===== src/rtl/stopwatch_defs.sv =====
// Shared stopwatch definitions: FSM state encodings, digit width and the BCD terminal digit.
package stopwatch_defs;

  localparam int STATE_W = 3;
  localparam int DIGIT_W = 4;
  localparam logic [DIGIT_W-1:0] BCD_NINE = 4'h9;

  typedef enum logic [STATE_W-1:0] {
    ST_IDLE    = 3'd0,
    ST_RUN     = 3'd1,
    ST_PAUSED  = 3'd2,
    ST_LAP_RUN = 3'd3,
    ST_DONE    = 3'd4
  } state_t;

  function automatic logic all_nine(input logic [DIGIT_W-1:0] d1, input logic [DIGIT_W-1:0] d2,
                                    input logic [DIGIT_W-1:0] d3, input logic [DIGIT_W-1:0] d4);
    return (d1 == BCD_NINE) && (d2 == BCD_NINE) && (d3 == BCD_NINE) && (d4 == BCD_NINE);
  endfunction

endpackage


===== src/rtl/btn_debounce.sv =====
// Raw button -> 2-flop sync -> debounced level -> one-cycle press pulse on its rising edge.
// Press pulse is valid DEB_CYCLES+2 edges after the raw rise; no backpressure.
module btn_debounce #(
  parameter int DEB_CYCLES = 16
) (
  input  logic CLK,
  input  logic RST,
  input  logic i_btn,
  output logic o_press
);

  localparam int CW = $clog2(DEB_CYCLES + 1);
  localparam logic [CW-1:0] LAST = CW'(DEB_CYCLES - 1);

  logic          r_sync1;
  logic          r_sync2;
  logic          r_level;
  logic          r_level_d;
  logic [CW-1:0] r_cnt;

  always_ff @(posedge CLK) begin
    if (RST) begin
      r_sync1   <= 1'b0;
      r_sync2   <= 1'b0;
      r_level   <= 1'b0;
      r_level_d <= 1'b0;
      r_cnt     <= '0;
    end else begin
      r_sync1   <= i_btn;
      r_sync2   <= r_sync1;
      r_level_d <= r_level;
      // Any sample agreeing with the current level restarts the stability run.
      if (r_sync2 == r_level) begin
        r_cnt <= '0;
      end else if (r_cnt == LAST) begin
        r_level <= r_sync2;
        r_cnt   <= '0;
      end else begin
        r_cnt <= r_cnt + CW'(1);
      end
    end
  end

  assign o_press = r_level & ~r_level_d;

endmodule


===== src/rtl/stopwatch_ctrl.sv =====
// Stopwatch sequencer for a 4-digit BCD counter: button FSM, tick prescaler, lap freeze, stop at 9999.
// CNT_EN/CNT_RST are registered one-cycle pulses; DISP outputs are combinational.
module stopwatch_ctrl
  import stopwatch_defs::*;
#(
  parameter int TICK_DIV   = 100000,
  parameter int DEB_CYCLES = 16
) (
  input  logic               CLK,
  input  logic               RST,
  input  logic               BTN_SS,
  input  logic               BTN_LAP,
  input  logic               BTN_CLR,
  input  logic [DIGIT_W-1:0] CNT_D1,
  input  logic [DIGIT_W-1:0] CNT_D2,
  input  logic [DIGIT_W-1:0] CNT_D3,
  input  logic [DIGIT_W-1:0] CNT_D4,
  output logic               CNT_EN,
  output logic               CNT_RST,
  output logic [DIGIT_W-1:0] DISP1,
  output logic [DIGIT_W-1:0] DISP2,
  output logic [DIGIT_W-1:0] DISP3,
  output logic [DIGIT_W-1:0] DISP4,
  output logic [STATE_W-1:0] STATE,
  output logic               RUNNING,
  output logic               OVF
);

  localparam int PW = $clog2(TICK_DIV);
  localparam logic [PW-1:0] PRESC_LAST = PW'(TICK_DIV - 1);

  state_t             r_state;
  state_t             w_state_nxt;
  logic [PW-1:0]      r_presc;
  logic               r_cnt_en;
  logic               r_cnt_rst;
  logic [DIGIT_W-1:0] r_lap1;
  logic [DIGIT_W-1:0] r_lap2;
  logic [DIGIT_W-1:0] r_lap3;
  logic [DIGIT_W-1:0] r_lap4;

  logic w_ss;
  logic w_lap;
  logic w_clr;
  logic w_sel_ss;
  logic w_sel_lap;
  logic w_run;
  logic w_tick;
  logic w_terminal;
  logic w_lap_latch;
  logic w_clr_accept;
  logic w_presc_clear;

  btn_debounce #(.DEB_CYCLES(DEB_CYCLES)) u_deb_ss  (.CLK(CLK), .RST(RST), .i_btn(BTN_SS),  .o_press(w_ss));
  btn_debounce #(.DEB_CYCLES(DEB_CYCLES)) u_deb_lap (.CLK(CLK), .RST(RST), .i_btn(BTN_LAP), .o_press(w_lap));
  btn_debounce #(.DEB_CYCLES(DEB_CYCLES)) u_deb_clr (.CLK(CLK), .RST(RST), .i_btn(BTN_CLR), .o_press(w_clr));

  // A higher-priority press drops the lower ones even if the state ignores it.
  assign w_sel_ss  = w_ss & ~w_clr;
  assign w_sel_lap = w_lap & ~w_ss & ~w_clr;

  assign w_run      = (r_state == ST_RUN) || (r_state == ST_LAP_RUN);
  assign w_tick     = w_run && (r_presc == PRESC_LAST);
  assign w_terminal = all_nine(CNT_D1, CNT_D2, CNT_D3, CNT_D4);

  always_comb begin
    w_state_nxt   = r_state;
    w_lap_latch   = 1'b0;
    w_clr_accept  = 1'b0;
    w_presc_clear = 1'b0;
    case (r_state)
      ST_IDLE: begin
        if (w_clr) begin
          w_clr_accept = 1'b1;
        end else if (w_sel_ss) begin
          w_state_nxt   = ST_RUN;
          w_presc_clear = 1'b1;
        end
      end
      ST_RUN: begin
        if (w_tick && w_terminal) begin
          w_state_nxt = ST_DONE;
        end else if (w_sel_ss) begin
          w_state_nxt = ST_PAUSED;
        end else if (w_sel_lap) begin
          w_state_nxt = ST_LAP_RUN;
          w_lap_latch = 1'b1;
        end
      end
      ST_LAP_RUN: begin
        if (w_tick && w_terminal) begin
          w_state_nxt = ST_DONE;
        end else if (w_sel_ss) begin
          w_state_nxt = ST_PAUSED;
        end else if (w_sel_lap) begin
          w_state_nxt = ST_RUN;
        end
      end
      ST_PAUSED: begin
        if (w_clr) begin
          w_state_nxt  = ST_IDLE;
          w_clr_accept = 1'b1;
        end else if (w_sel_ss) begin
          w_state_nxt = ST_RUN;
        end
      end
      ST_DONE: begin
        if (w_clr) begin
          w_state_nxt  = ST_IDLE;
          w_clr_accept = 1'b1;
        end
      end
      default: w_state_nxt = ST_IDLE;
    endcase
  end

  always_ff @(posedge CLK) begin
    if (RST) begin
      r_state   <= ST_IDLE;
      r_presc   <= '0;
      r_cnt_en  <= 1'b0;
      r_cnt_rst <= 1'b1;
      r_lap1    <= '0;
      r_lap2    <= '0;
      r_lap3    <= '0;
      r_lap4    <= '0;
    end else begin
      r_state   <= w_state_nxt;
      r_cnt_en  <= w_tick && !w_terminal && !w_clr_accept;
      r_cnt_rst <= w_clr_accept;
      if (w_clr_accept || w_presc_clear) begin
        r_presc <= '0;
      end else if (w_run) begin
        r_presc <= w_tick ? '0 : r_presc + PW'(1);
      end
      // Snapshot is taken before any increment this tick would cause.
      if (w_lap_latch) begin
        r_lap1 <= CNT_D1;
        r_lap2 <= CNT_D2;
        r_lap3 <= CNT_D3;
        r_lap4 <= CNT_D4;
      end
    end
  end

  assign CNT_EN  = r_cnt_en;
  assign CNT_RST = r_cnt_rst;
  assign STATE   = r_state;
  assign RUNNING = w_run;
  assign OVF     = (r_state == ST_DONE);

  assign DISP1 = (r_state == ST_LAP_RUN) ? r_lap1 : CNT_D1;
  assign DISP2 = (r_state == ST_LAP_RUN) ? r_lap2 : CNT_D2;
  assign DISP3 = (r_state == ST_LAP_RUN) ? r_lap3 : CNT_D3;
  assign DISP4 = (r_state == ST_LAP_RUN) ? r_lap4 : CNT_D4;

endmodule


===== config.mk =====
export PLATFORM = sky130hd
export DESIGN_NAME = stopwatch_ctrl
export DESIGN_NICKNAME = d
export VERILOG_FILES = /design/src/rtl/stopwatch_defs.sv /design/src/rtl/btn_debounce.sv /design/src/rtl/stopwatch_ctrl.sv
export SDC_FILE = /design/constraint.sdc
export NUM_CORES = 1
export LEC_CHECK = 0
export ABC_AREA = 1
export BUFFER_PORTS_ARGS = -buffer_cell sky130_fd_sc_hd__buf_2
export CORE_MARGIN = 1
export CORE_UTILIZATION = 47
export DETAILED_ROUTE_END_ITERATION = 16
export GPL_ROUTABILITY_DRIVEN = 0
export PLACE_DENSITY = 0.67
export REMOVE_ABC_BUFFERS = 1
export SLEW_MARGIN = 20
export SYNTH_ARGS = -nofsm -noshare
export SYNTH_HDL_FRONTEND = slang
export SYNTH_SLANG_ARGS = --single-unit

===== constraint.sdc =====
create_clock -name CLK -period 2.05 [get_ports CLK]
set_input_delay 0.615 -clock CLK [delete_from_list [all_inputs] [get_ports CLK]]
set_output_delay 0.615 -clock CLK [all_outputs]
set_load 0.005 [all_outputs]

==> out/qor.txt <==
status - finished clean
CTS Buf Count - 9
crit path kind - flip-flop to output port
die width - 83.4 um
largest net degree at the start of global routing - 24
main area contributors after synthesis - dfxtp_1 (42%), nor2_1 (12%), nand2_1 (9.7%), inv_1 (7.2%), nand3_1 (5.3%)
max frequency - 497 MHz
combinational share of power - 4.3%
Via Count - 2913
Final Core Density - 57.4%
beginning of the critical path - STATE[0]$_SDFFE_PP0P_
Flop pwr share - 51.4%
H-Tree Level Count - 3
FF-to-FF setup slack - 0.20 ns
Initial Utilization - 48.7%
Cell Pwr Density - 676 nW/um^2
Worst EP arrival - 1.40 ns
Ports - 44
antenna violations before repair - 0
fin cells - 588
Pint - 1.88 mW
clock latency on the worst-skew pair - 0.35 ns
crit start category - flip-flop
CTS clk-pin slew, worst paths - 0.08 ns
skew final - 0.00976 ns
minimum clock period - 2.01 ns
port buffer count - 43
Netlist cell types - 33
fin worst setup slack - 0.0396 ns
Routed WL - 6.61 mm
commonest non-fill, non-tap cell in the layout - nor2_1
Core Region - 6390 sq um
critical path required time - 1.43 ns
Hold Crit Class - flip-flop to flip-flop
Seq cells post-synth - 65
CTS Hold Bufs - 0
final net count - 534
gr ovfl total - 0
critical path peak fanout - 23
Switching Share - 23.9%
Final Total Pwr - 2.47 mW
Setup TNS Final - 0 ns
drt first pass iters - 4
Leak Pwr - 1.62 nW
Sink Count - 65
root buf cell - clkbuf_8
Final Max Slew Viols - 0
CP endpoint kind - output port
pre-CTS setup slack - 0.0857 ns
syn avg cell area - 6.84 sq um
cells after synthesis - 455
Final Cycle Share - 98.1%
RSZ-0062 raised after global routing - true
commonest non-fill, non-tap cells in the layout - nor2_1 (97), nand2_1 (79), dfxtp_1 (62)
Post-DP HPWL - 4.81 mm
Syn. warnings - 0
Post-route DRC - 0
post-synth top area share - 41.8%
max_slew headroom - 71.7%
share of layout cells above drive strength 1 - 16.4%
CTS tree - built
Mapped Area - 3110 sq um
Diodes inserted - 0
Final Cell Area - 3660 sq um
Row Count - 29
Clock Path Buffers - 2
final number of setup-violating endpoints - 0
Max-cap violations - 0
GRT Util Overall - 20.6%
number of cells after detailed placement - 571
Die Y-Extent - 83.4 um
worst reg2reg path startpoint - r_presc[0]$_SDFFE_PP0P_
endpoints failing hold - 0
worst slew pin tran - 0.422 ns
Fin Hold WS - 0.412 ns
worst vdd ir - 0.639 mV
die area - 6950 sq um
clock share of power - 44.3%
sequential area share after synthesis - 41.8%
global-route wire length before repair - 11.4 mm
Avg WL per Cell - 11.2 um
placed inst area - 3420 sq um
number of global-route vias before repair - 2665
Post-DRT Antenna Nets - 0
biggest area consumer among synthesized cells - dfxtp_1
area grow syn2layout - 17.7%
hold wc startpoint - u_deb_clr.r_sync1$_SDFF_PP0_
First DRT Iteration DRCs - 212
Switching Power - 591 uW
routed vias/inst - 4.95
[kinds of logic after synthesis]
kind of cell	Yosys count	share of synthesized area, %
adders and majority gates	7	2.81
xor gates and xnor gates	1	0.282
AOI/OAI and AO/OA	63	11.0
buffers and inverters	75	9.77
DFF	65	41.8
and+or+nand+nor	244	34.3
[flip-flops by register name, indices dropped and copies added (netlist names), 3 cells and up]
| name | count |
|---|---|
| r_lap1 | 4 |
| r_lap2 | 4 |
| u_deb_lap.r_cnt | 5 |
| r_presc | 17 |
| r_lap4 | 4 |
| r_lap3 | 4 |
| u_deb_clr.r_cnt | 5 |
| STATE | 3 |
| u_deb_ss.r_cnt | 5 |
[power groups by stage]
stage	registers, mW	clock network, mW	logic, mW
after floorplan	1.30	0	0.0466
after global placement	1.30	0	0.106
after detailed placement	1.30	0	0.107
after CTS	1.27	1.14	0.107
after global routing	1.27	1.19	0.120
final	1.27	1.10	0.106
[final cells by class]
| class | count | area [sq um] |
|---|---|---|
| clock buffers | 9 | 124 |
| clock inverters | 7 | 77.6 |
| fillers | 623 | 2720 |
| inverters | 63 | 241 |
| multi-input cells | 315 | 1510 |
| flip-flops and latches | 65 | 1310 |
| well taps | 77 | 96.3 |
| repair buffers | 52 | 303 |
[synthesized netlist by cell type]
master	count
nand3_2	1
o21ai_0	15
nand2_4	1
o21a_1	2
nor3b_1	3
nor2_1	98
ha_1	7
inv_1	60
inv_2	2
buf_8	1
o21bai_1	4
buf_1	1
nand2_1	80
nor4_1	2
nor3_2	1
clkbuf_1	7
dfxtp_1	65
xor2_1	1
buf_2	2
o21ai_1	11
clkinv_4	1
nand4_1	8
a21oi_1	26
nor2_2	1
nor2_4	2
nor3_1	11
nand2_2	1
buf_4	1
nor2_8	1
a211oi_1	2
o211ai_1	3
nand3b_1	1
nand3_1	33
[final timing paths]
kind                             endpoint  depth (start not counted)
max                              DISP2[0]                          6
min          u_deb_clr.r_sync2$_SDFF_PP0_                          2
max reg2reg        r_lap3[1]$_SDFFE_PP0P_                         11
min reg2reg  u_deb_clr.r_sync2$_SDFF_PP0_                          2
[routing by layer]
metal	up-vias	GRT usage [%]	wire, um
met5	-	0	0
met3	8	8.15	339
met2	57	34.2	3120
li1	1555	-	-
met1	1293	24.6	3070
met4	0	5.96	77
[repair_timing]
item	4_1_cts	5_1_grt
endpoints found under the hold margin	0	0
resized for setup	9	3
endpoints found under the setup margin	16	16
setup buffers	1	0
pin swaps	0	0
[worst max-delay path, stage by stage, from the launching register on]
cell     delay, ns
dfxtp_4       0.37
buf_8         0.15
nand2_2       0.09
buf_12        0.15
nor2_1        0.05
a21oi_1       0.11
buf_2         0.13
Power figures use the tool's default switching activity.
